**src/rtl/bridge_pkg.sv**
```systemverilog
// Shared definitions for the uncached CPU-to-AXI3 bridge.
// Holds the bridge FSM state encoding, the fixed AXI field values used on
// every single-beat transaction, and a word-alignment helper for read addresses.
package bridge_pkg;

    typedef enum logic [2:0] {
        IDLE = 3'd0,
        D_AR = 3'd1,
        D_R  = 3'd2,
        D_W  = 3'd3,
        D_B  = 3'd4,
        I_AR = 3'd5,
        I_R  = 3'd6,
        DONE = 3'd7
    } state_t;

    localparam logic [1:0] BURST_INCR     = 2'b01;
    localparam logic [3:0] LEN_SINGLE     = 4'd0;
    localparam logic [2:0] SIZE_WORD      = 3'd2;
    localparam logic [3:0] AXI_ID_DEFAULT = 4'd0;

    // Reads always fetch a whole word, so the byte offset is dropped.
    function automatic logic [31:0] align_word(input logic [31:0] addr);
        return {addr[31:2], 2'b00};
    endfunction

endpackage

```
**src/rtl/axi_size_enc.sv**
```systemverilog
// Combinational AXI transfer-size encoder for stores.
// Ports:
//   wen  (in, 4)  byte strobes of the store
//   size (out, 3) AXI awsize: 0 for single byte, 1 for aligned halfword,
//                 2 for every other strobe pattern
module axi_size_enc
    import bridge_pkg::*;
(
    input  logic [3:0] wen,
    output logic [2:0] size
);

    // Strobe pattern to transfer size; irregular patterns fall back to a word.
    always_comb begin
        size = SIZE_WORD;
        case (wen)
            4'b0001, 4'b0010, 4'b0100, 4'b1000: size = 3'd0;
            4'b0011, 4'b1100:                   size = 3'd1;
            default:                            size = SIZE_WORD;
        endcase
    end

endmodule

```
**src/rtl/cpu_axi_bridge.sv**
```systemverilog
// Uncached bridge between the core's SRAM-like instruction/data ports and a
// single AXI3 master port. One transaction is outstanding at a time; data is
// served before instruction because the memory stage is the older request.
// Ports:
//   clk, resetn                     clock, asynchronous active-low reset
//   inst_sram_*                     instruction fetch request / registered read word
//   data_sram_*                     load/store request / registered load word
//   stall                           holds the core until the current cycle's requests finish
//   ar*/r*/aw*/w*/b*                AXI3 master channels (single-beat, fixed ID)
module cpu_axi_bridge
    import bridge_pkg::*;
#(
    parameter logic [3:0] AXI_ID = AXI_ID_DEFAULT
)
(
    input  logic        clk,
    input  logic        resetn,
    input  logic        inst_sram_en,
    input  logic [31:0] inst_sram_addr,
    output logic [31:0] inst_sram_rdata,
    input  logic        data_sram_en,
    input  logic [3:0]  data_sram_wen,
    input  logic [31:0] data_sram_addr,
    input  logic [31:0] data_sram_wdata,
    output logic [31:0] data_sram_rdata,
    output logic        stall,
    output logic [3:0]  arid,
    output logic [31:0] araddr,
    output logic [3:0]  arlen,
    output logic [2:0]  arsize,
    output logic [1:0]  arburst,
    output logic [1:0]  arlock,
    output logic [3:0]  arcache,
    output logic [2:0]  arprot,
    output logic        arvalid,
    input  logic        arready,
    input  logic [3:0]  rid,
    input  logic [31:0] rdata,
    input  logic [1:0]  rresp,
    input  logic        rlast,
    input  logic        rvalid,
    output logic        rready,
    output logic [3:0]  awid,
    output logic [31:0] awaddr,
    output logic [3:0]  awlen,
    output logic [2:0]  awsize,
    output logic [1:0]  awburst,
    output logic [1:0]  awlock,
    output logic [3:0]  awcache,
    output logic [2:0]  awprot,
    output logic        awvalid,
    input  logic        awready,
    output logic [3:0]  wid,
    output logic [31:0] wdata,
    output logic [3:0]  wstrb,
    output logic        wlast,
    output logic        wvalid,
    input  logic        wready,
    input  logic [3:0]  bid,
    input  logic [1:0]  bresp,
    input  logic        bvalid,
    output logic        bready
);

    state_t      state_r, next_state_s;
    logic        aw_done_r, w_done_r;
    logic [31:0] inst_rdata_r, data_rdata_r;
    logic        aw_hs_s, w_hs_s;
    logic        unused_s;

    // Responses are assumed OKAY and single-beat, so these fields carry no information.
    assign unused_s = ^{rid, rresp, rlast, bid, bresp};

    // Channel valid/ready are decoded straight from the state and done flags.
    assign arvalid = (state_r == D_AR) || (state_r == I_AR);
    assign rready  = (state_r == D_R)  || (state_r == I_R);
    assign awvalid = (state_r == D_W) && !aw_done_r;
    assign wvalid  = (state_r == D_W) && !w_done_r;
    assign bready  = (state_r == D_B);
    assign aw_hs_s = awvalid && awready;
    assign w_hs_s  = wvalid && wready;

    assign stall = resetn && (state_r != DONE) && (inst_sram_en || data_sram_en);

    // Fixed single-beat AXI fields.
    assign arid    = AXI_ID;
    assign arlen   = LEN_SINGLE;
    assign arsize  = SIZE_WORD;
    assign arburst = BURST_INCR;
    assign arlock  = 2'b00;
    assign arcache = 4'd0;
    assign arprot  = 3'd0;
    assign awid    = AXI_ID;
    assign awlen   = LEN_SINGLE;
    assign awburst = BURST_INCR;
    assign awlock  = 2'b00;
    assign awcache = 4'd0;
    assign awprot  = 3'd0;
    assign wid     = AXI_ID;
    assign wlast   = 1'b1;

    // Write fields come from the live request, which the core holds during stall.
    assign awaddr = data_sram_addr;
    assign wdata  = data_sram_wdata;
    assign wstrb  = data_sram_wen;

    assign inst_sram_rdata = inst_rdata_r;
    assign data_sram_rdata = data_rdata_r;

    axi_size_enc u_size_enc (
        .wen  (data_sram_wen),
        .size (awsize)
    );

    // Read address selects the requester that owns the current AR phase.
    always_comb begin
        araddr = align_word(data_sram_addr);
        if (state_r == I_AR) begin
            araddr = align_word(inst_sram_addr);
        end else begin
            araddr = align_word(data_sram_addr);
        end
    end

    // Next-state logic for the transaction sequencer.
    always_comb begin
        next_state_s = state_r;
        case (state_r)
            IDLE: begin
                if (data_sram_en && (data_sram_wen == 4'd0)) begin
                    next_state_s = D_AR;
                end else if (data_sram_en) begin
                    next_state_s = D_W;
                end else if (inst_sram_en) begin
                    next_state_s = I_AR;
                end else begin
                    next_state_s = IDLE;
                end
            end
            D_AR: begin
                if (arready) next_state_s = D_R;
                else         next_state_s = D_AR;
            end
            D_R: begin
                if (rvalid && inst_sram_en) next_state_s = I_AR;
                else if (rvalid)            next_state_s = DONE;
                else                        next_state_s = D_R;
            end
            D_W: begin
                // Each channel may finish in an earlier cycle or in this one.
                if ((aw_done_r || aw_hs_s) && (w_done_r || w_hs_s)) next_state_s = D_B;
                else                                                next_state_s = D_W;
            end
            D_B: begin
                if (bvalid && inst_sram_en) next_state_s = I_AR;
                else if (bvalid)            next_state_s = DONE;
                else                        next_state_s = D_B;
            end
            I_AR: begin
                if (arready) next_state_s = I_R;
                else         next_state_s = I_AR;
            end
            I_R: begin
                if (rvalid) next_state_s = DONE;
                else        next_state_s = I_R;
            end
            DONE:    next_state_s = IDLE;
            default: next_state_s = IDLE;
        endcase
    end

    // State register.
    always_ff @(posedge clk or negedge resetn) begin
        if (!resetn) state_r <= IDLE;
        else         state_r <= next_state_s;
    end

    // Per-channel completion flags for the write address and write data phases.
    always_ff @(posedge clk or negedge resetn) begin
        if (!resetn) begin
            aw_done_r <= 1'b0;
            w_done_r  <= 1'b0;
        end else if (state_r == D_W) begin
            aw_done_r <= aw_done_r || aw_hs_s;
            w_done_r  <= w_done_r || w_hs_s;
        end else begin
            aw_done_r <= 1'b0;
            w_done_r  <= 1'b0;
        end
    end

    // Read-data capture; each register holds until its next read completes.
    always_ff @(posedge clk or negedge resetn) begin
        if (!resetn) begin
            inst_rdata_r <= 32'd0;
            data_rdata_r <= 32'd0;
        end else begin
            if ((state_r == D_R) && rvalid) data_rdata_r <= rdata;
            if ((state_r == I_R) && rvalid) inst_rdata_r <= rdata;
        end
    end

endmodule

```
**config.mk**
```make
export PLATFORM = sky130hd
export DESIGN_NAME = cpu_axi_bridge
export DESIGN_NICKNAME = d
export VERILOG_FILES = /design/src/rtl/bridge_pkg.sv /design/src/rtl/axi_size_enc.sv /design/src/rtl/cpu_axi_bridge.sv
export SDC_FILE = /design/constraint.sdc
export NUM_CORES = 1
export LEC_CHECK = 0
export BUFFER_PORTS_ARGS = -buffer_cell sky130_fd_sc_hd__buf_2
export CAP_MARGIN = 25
export CORE_AREA = 2 2 146 148
export CTS_BUF_LIST = sky130_fd_sc_hd__clkbuf_16
export CTS_CLUSTER_SIZE = 20
export DETAILED_ROUTE_END_ITERATION = 8
export DIE_AREA = 0 0 148 150
export PLACE_DENSITY_LB_ADDON = 0.25
export SLEW_MARGIN = 30
export SYNTH_ARGS = -nofsm -noshare
export SYNTH_HDL_FRONTEND = slang
export SYNTH_SLANG_ARGS = --single-unit
```
**constraint.sdc**
```tcl
create_clock -name clk -period 2.45 [get_ports clk]
set_input_delay 0.1225 -clock clk [delete_from_list [all_inputs] [get_ports clk]]
set_output_delay 0.1225 -clock clk [all_outputs]
set_load 0.005 [all_outputs]
```
* Word level (Yosys, flattened, before mapping) *
Index checks and enable logic that the tools add are counted.

storage, ports and cells
  bits in registers = 69
  latch bits = 0
  memory bits (writable) = 0
  ROM bits = 0
  bits of input ports = 154
  output and inout bits = 219
  word-level logic and storage cells = 58
  memories kept = 0

cells by class
  add/sub/neg operators = 0
  $mul = 0
  div/mod/pow operators = 0
  order comparisons = 0
  eq/ne operators = 14
  shift operators = 0
  muxes and demuxes = 16
  bitwise logic cells = 0
  reduce and logical (&&, ||, !) cells = 23

operators by type and width
  kind                                                              count
  32-bit 2-to-1 mux                                                 1
  3-bit case mux with 8 select lines                                1
  3-bit 2-to-1 mux                                                  6
  3-bit == test (second input constant)                             4
  1-bit logical AND                                                 12
  4-bit by 2-bit == test with 1-bit output (second input constant)  2
  4-bit == test (second input constant)                             2
  2-bit 2-to-1 mux                                                  4
  3-bit by 2-bit == test with 1-bit output (second input constant)  2
  1-bit logical OR                                                  5
  4-bit by 1-bit == test with 1-bit output (second input constant)  1
  4-bit by 3-bit == test with 1-bit output (second input constant)  1
  4-bit zero test                                                   1
  2-bit case mux with 2 select lines                                1
  4-bit OR reduction                                                1
  3-bit by 1-bit == test with 1-bit output (second input constant)  1
  3-bit zero test                                                   1
  1-bit 2-to-1 mux                                                  3
  3-bit != test (second input constant)                             1
  1-bit zero test                                                   2
  2-bit OR reduction                                                1

* Longest topological paths before layout *
  word-level depth = 7
  gate-level depth with buffers = 5
  gate-level depth less buffers = 4

* By module *
From an unflattened synthesis, not the netlist that was laid out.

unflattened totals
  cells, all modules = 339
  area total of the unflattened synthesis = 4000.1 um^2

by module, submodules not included
  module          instances  cells an instance  area each (um^2)  sequential area each (um^2)
  cpu_axi_bridge  1          332                3953.8            1726.7
  axi_size_enc    1          7                  46.3              0.0

* Least setup slack after synthesis *
Ideal clock, no wire load.

  path type = reg2reg
  start point = reg state_r[0]
  end point = reg data_rdata_r[19], in the netlist data_sram_rdata[19]
  setup time = 125 ps
  arrival time = 1405 ps
  data required time = 2325 ps
  slack = 920 ps
  cell stages (with the launch flop) = 5
  path buffers = 1
  period minus slack after synthesis = 1530 ps
  cell sequence = dfrtp_1 and2b_1 nor3b_2 buf_4 mux2_2

on the way
  word-level cells in the longest chain between the ends = 2

RTL lines
  element                                   RTL line               RTL
  from (decl)                               cpu_axi_bridge.sv:65   state_t state_r, next_state_s;
  from (signal assigned)                    cpu_axi_bridge.sv:175  else state_r <= next_state_s;
  3-bit by 2-bit == test with 1-bit output  cpu_axi_bridge.sv:198  if ((state_r == D_R) && rvalid) data_rdata_r <= rdata;
  1-bit logical AND                         cpu_axi_bridge.sv:198
  to (signal assigned)                      cpu_axi_bridge.sv:198
  to (decl)                                 cpu_axi_bridge.sv:67   logic [31:0] inst_rdata_r, data_rdata_r;

Every way passes these cells.
A chain may end at the register's enable or synchronous reset.

* Final worst setup path *
  start point = reg state_r[1]
  end point = out araddr[25]

on the way
  word-level cells in the longest chain between the ends = 2

RTL lines
  element            RTL line               RTL
  3-bit == test      cpu_axi_bridge.sv:118  if (state_r == I_AR) begin
  32-bit 2-to-1 mux  cpu_axi_bridge.sv:118
  to (decl)          cpu_axi_bridge.sv:28   output logic [31:0] araddr,

Every way passes these cells.

==> impl_metrics.py <==
metrics = {
    "worst_setup_path": {
        "setup.worst_path.end_class": "primary output",
        "crit_required_ns": 2.33,
        "cp.depth": 5,
        "crit_fanout": 30,
        "worstSetupPathType": "reg2out",
        "cpPeakStageDelay_ns": 0.59,
        "critPathLaunch": "state_r[1]",
        "cpLargestDelayFamily": "flip-flops",
        "reg2reg_slack_ns": 0.62,
        "ff2ff_path_depth": 4,
        "arrival_ns": 2.05,
        "worstSetupStartpointType": "flop",
        "cp.buffers_inverters": 2,
        "r2r_start": "state_r[1]",
        "crit_slowest_cell": "dfrtp_1",
        "path_cells": "nor2b_1 > nand2_1 > buf_4 > mux2_2 > buf_2",
    },
    "cts": {
        "cts_tree": "done",
        "cts_resized": 0,
        "clock_path_buffers": 2,
        "cts_setup_buffers": 0,
        "cts_sinks": 69,
        "clk_latency_ns": 0.33,
        "root_buffer": "clkbuf_16",
        "hold_buffers": 1,
        "clk_pin_slew_ns": 0.05,
        "h-tree-depth": 3,
        "cts_buffers": 9,
    },
    "finish": {
        "utilization": 0.248,
        "seqCellArea_um2": 1730,
        "multi_input_area_um2": 1500,
        "final_cell_mix": "240 x buf_2, 92 x mux2_2, 69 x dfrtp_1",
        "drive_gt1_frac": 0.680,
        "finalNonFillerCells": 794,
        "final_cell_area_um2": 5120,
        "fin_nets": 668,
        "fillers": 2238,
        "final_common_cell": "buf_2",
        "area_delta_synth_final_pct": 28.4,
    },
    "global_routing": {
        "grt_pass1_vias": 2997,
        "grt_max_degree": 70,
        "grt_overflow": 0,
        "antenna_found_initial": 0,
        "grt_use_total": 0.106,
        "grt_pass1_wl_mm": 17.5,
    },
    "timing": {
        "fin_crit_sh": 0.885,
        "setup_tns_ns": 0,
        "finalHoldViolCount": 0,
        "rsz0062_at_grt": "no",
        "fin_skew_ns": 0.00423,
        "timing.final.ws_setup_ns": 0.282,
        "slew_violations": 0,
        "setup_viol": 0,
        "clock.fmax_mhz": 461,
        "fin_crit_ns": 2.17,
        "whs_ns": 0.0261,
    },
    "power_and_ir_drop": {
        "total_power_mw": 5.52,
        "p_per_area_nw_per_um2": 1080,
        "vdd_drop_max_v": 0.000511,
        "leakagePower_nw": 2.62,
    },
    "detailed_routing": {
        "ant_nets": 0,
        "vias_per_cell": 3.79,
        "wire_per_inst_um": 15.3,
        "drtPass1Iterations": 4,
        "drt-initial-drc-count": 58,
        "vias": 3008,
        "drt_wl_total_mm": 12.2,
        "route.detailed.drc": 0,
    },
    "yosys": {
        "seq_area_frac_synth": 0.433,
        "synthFlopType": "dfrtp_1",
        "ys_async_sr_fraction": 1.00,
        "synthCells": 340,
        "yosys_warnings": 0,
        "synth_cell_types": 25,
        "synthesis.area_um2": 3990,
        "yosys_register_bits": 69,
        "synth_edf_count": 0,
        "synth_area_per_cell_um2": 11.7,
    },
    "placement": {
        "numPortBuffers": 240,
        "dp_hpwl_mm": 9.84,
        "place_congestion": 0.778,
        "pre_cts_slack_ns": 0.633,
        "place_area_um2": 4830,
        "dpl.cell_count": 777,
    },
    "hold_path": {
        "min_path_cells": 2,
        "min_from": "rdata[24]",
        "hold_class": "in2reg",
    },
    "floorplan": {
        "die_w_um": 148,
        "ios": 373,
        "die-area_um2": 22200,
        "core_area_um2": 20700,
        "start_util": 0.193,
        "core.rowCount": 53,
        "die_h_um": 150,
    },
    "job": {
        "maxCapViolCount": 0,
    },
    "status": {
        "outcome": "completed",
    },
}
-- logic make-up (layout without fill, tap and decap cells) --
| kind of cell | count (synthesis) | after routing | synth area share |
|---|---|---|---|
| other | 2 | 50 | 0.00188 |
| buffers and inverters | 131 | 262 | 0.240 |
| AOI/OAI and AO/OA | 16 | 16 | 0.0251 |
| xor gates and xnor gates | 1 | 1 | 0.00220 |
| DFF | 69 | 69 | 0.433 |
| and+or+nand+nor | 27 | 27 | 0.0332 |
| muxes | 94 | 94 | 0.265 |
-- Yosys cell counts, types with 2 or more instances --
| master | n | area (um2) |
|---|---|---|
| nand3_1 | 3 | 15.0 |
| o21ai_0 | 4 | 20.0 |
| conb_1 | 2 | 7.51 |
| nor2b_1 | 3 | 18.8 |
| a21oi_1 | 6 | 30.0 |
| buf_2 | 8 | 40.0 |
| dfrtp_1 | 69 | 1730 |
| inv_1 | 2 | 7.51 |
| nor2_1 | 11 | 41.3 |
| mux2_2 | 92 | 1040 |
| buf_4 | 121 | 908 |
| nand2_1 | 5 | 18.8 |
| mux2_1 | 2 | 22.5 |
-- path summary, 6_finish.rpt --
check | to
setup / recovery | araddr[25]
setup reg to reg | data_sram_rdata[9]
max in group asynchronous | data_sram_rdata[4]
hold / removal | data_sram_rdata[24]
min in group asynchronous | inst_sram_rdata[18]
hold reg to reg | inst_sram_rdata[11]
-- power by group --
group          leakage (nW)  internal, mW  switching, mW
clock                 0.144         0.772          0.475
combinational          1.65          1.28          0.928
sequential            0.828          1.71          0.343
-- state kept, by name, summed over array words and instances, names as in the netlist --
signal / flops
data_sram_rdata: 32
inst_sram_rdata: 32
state_r: 3
aw_done_r: 1
w_done_r: 1
-- layer usage --
| layer | share of wire | wire length [um] | global-route usage |
|---|---|---|---|
| met1 | 0.37 | 4490 | 0.116 |
| met2 | 0.50 | 6060 | 0.181 |
| met3 | 0.12 | 1430 | 0.0457 |
| met4 | 0.016 | 199 | 0.0386 |
| met5 | 0 | 0 | 0 |
-- final cells by class --
type / instances / share of cell area
Tap cell: 275 / 0.0672
Multi-Input combinational cell: 187 / 0.292
Clock buffer: 9 / 0.0440
Inverter: 2 / 0.00147
Antenna cell: 1 / 0.000488
Clock inverter: 6 / 0.0110
Timing Repair Buffer: 245 / 0.247
Sequential cell: 69 / 0.337
(Power assumes the default switching activity.)
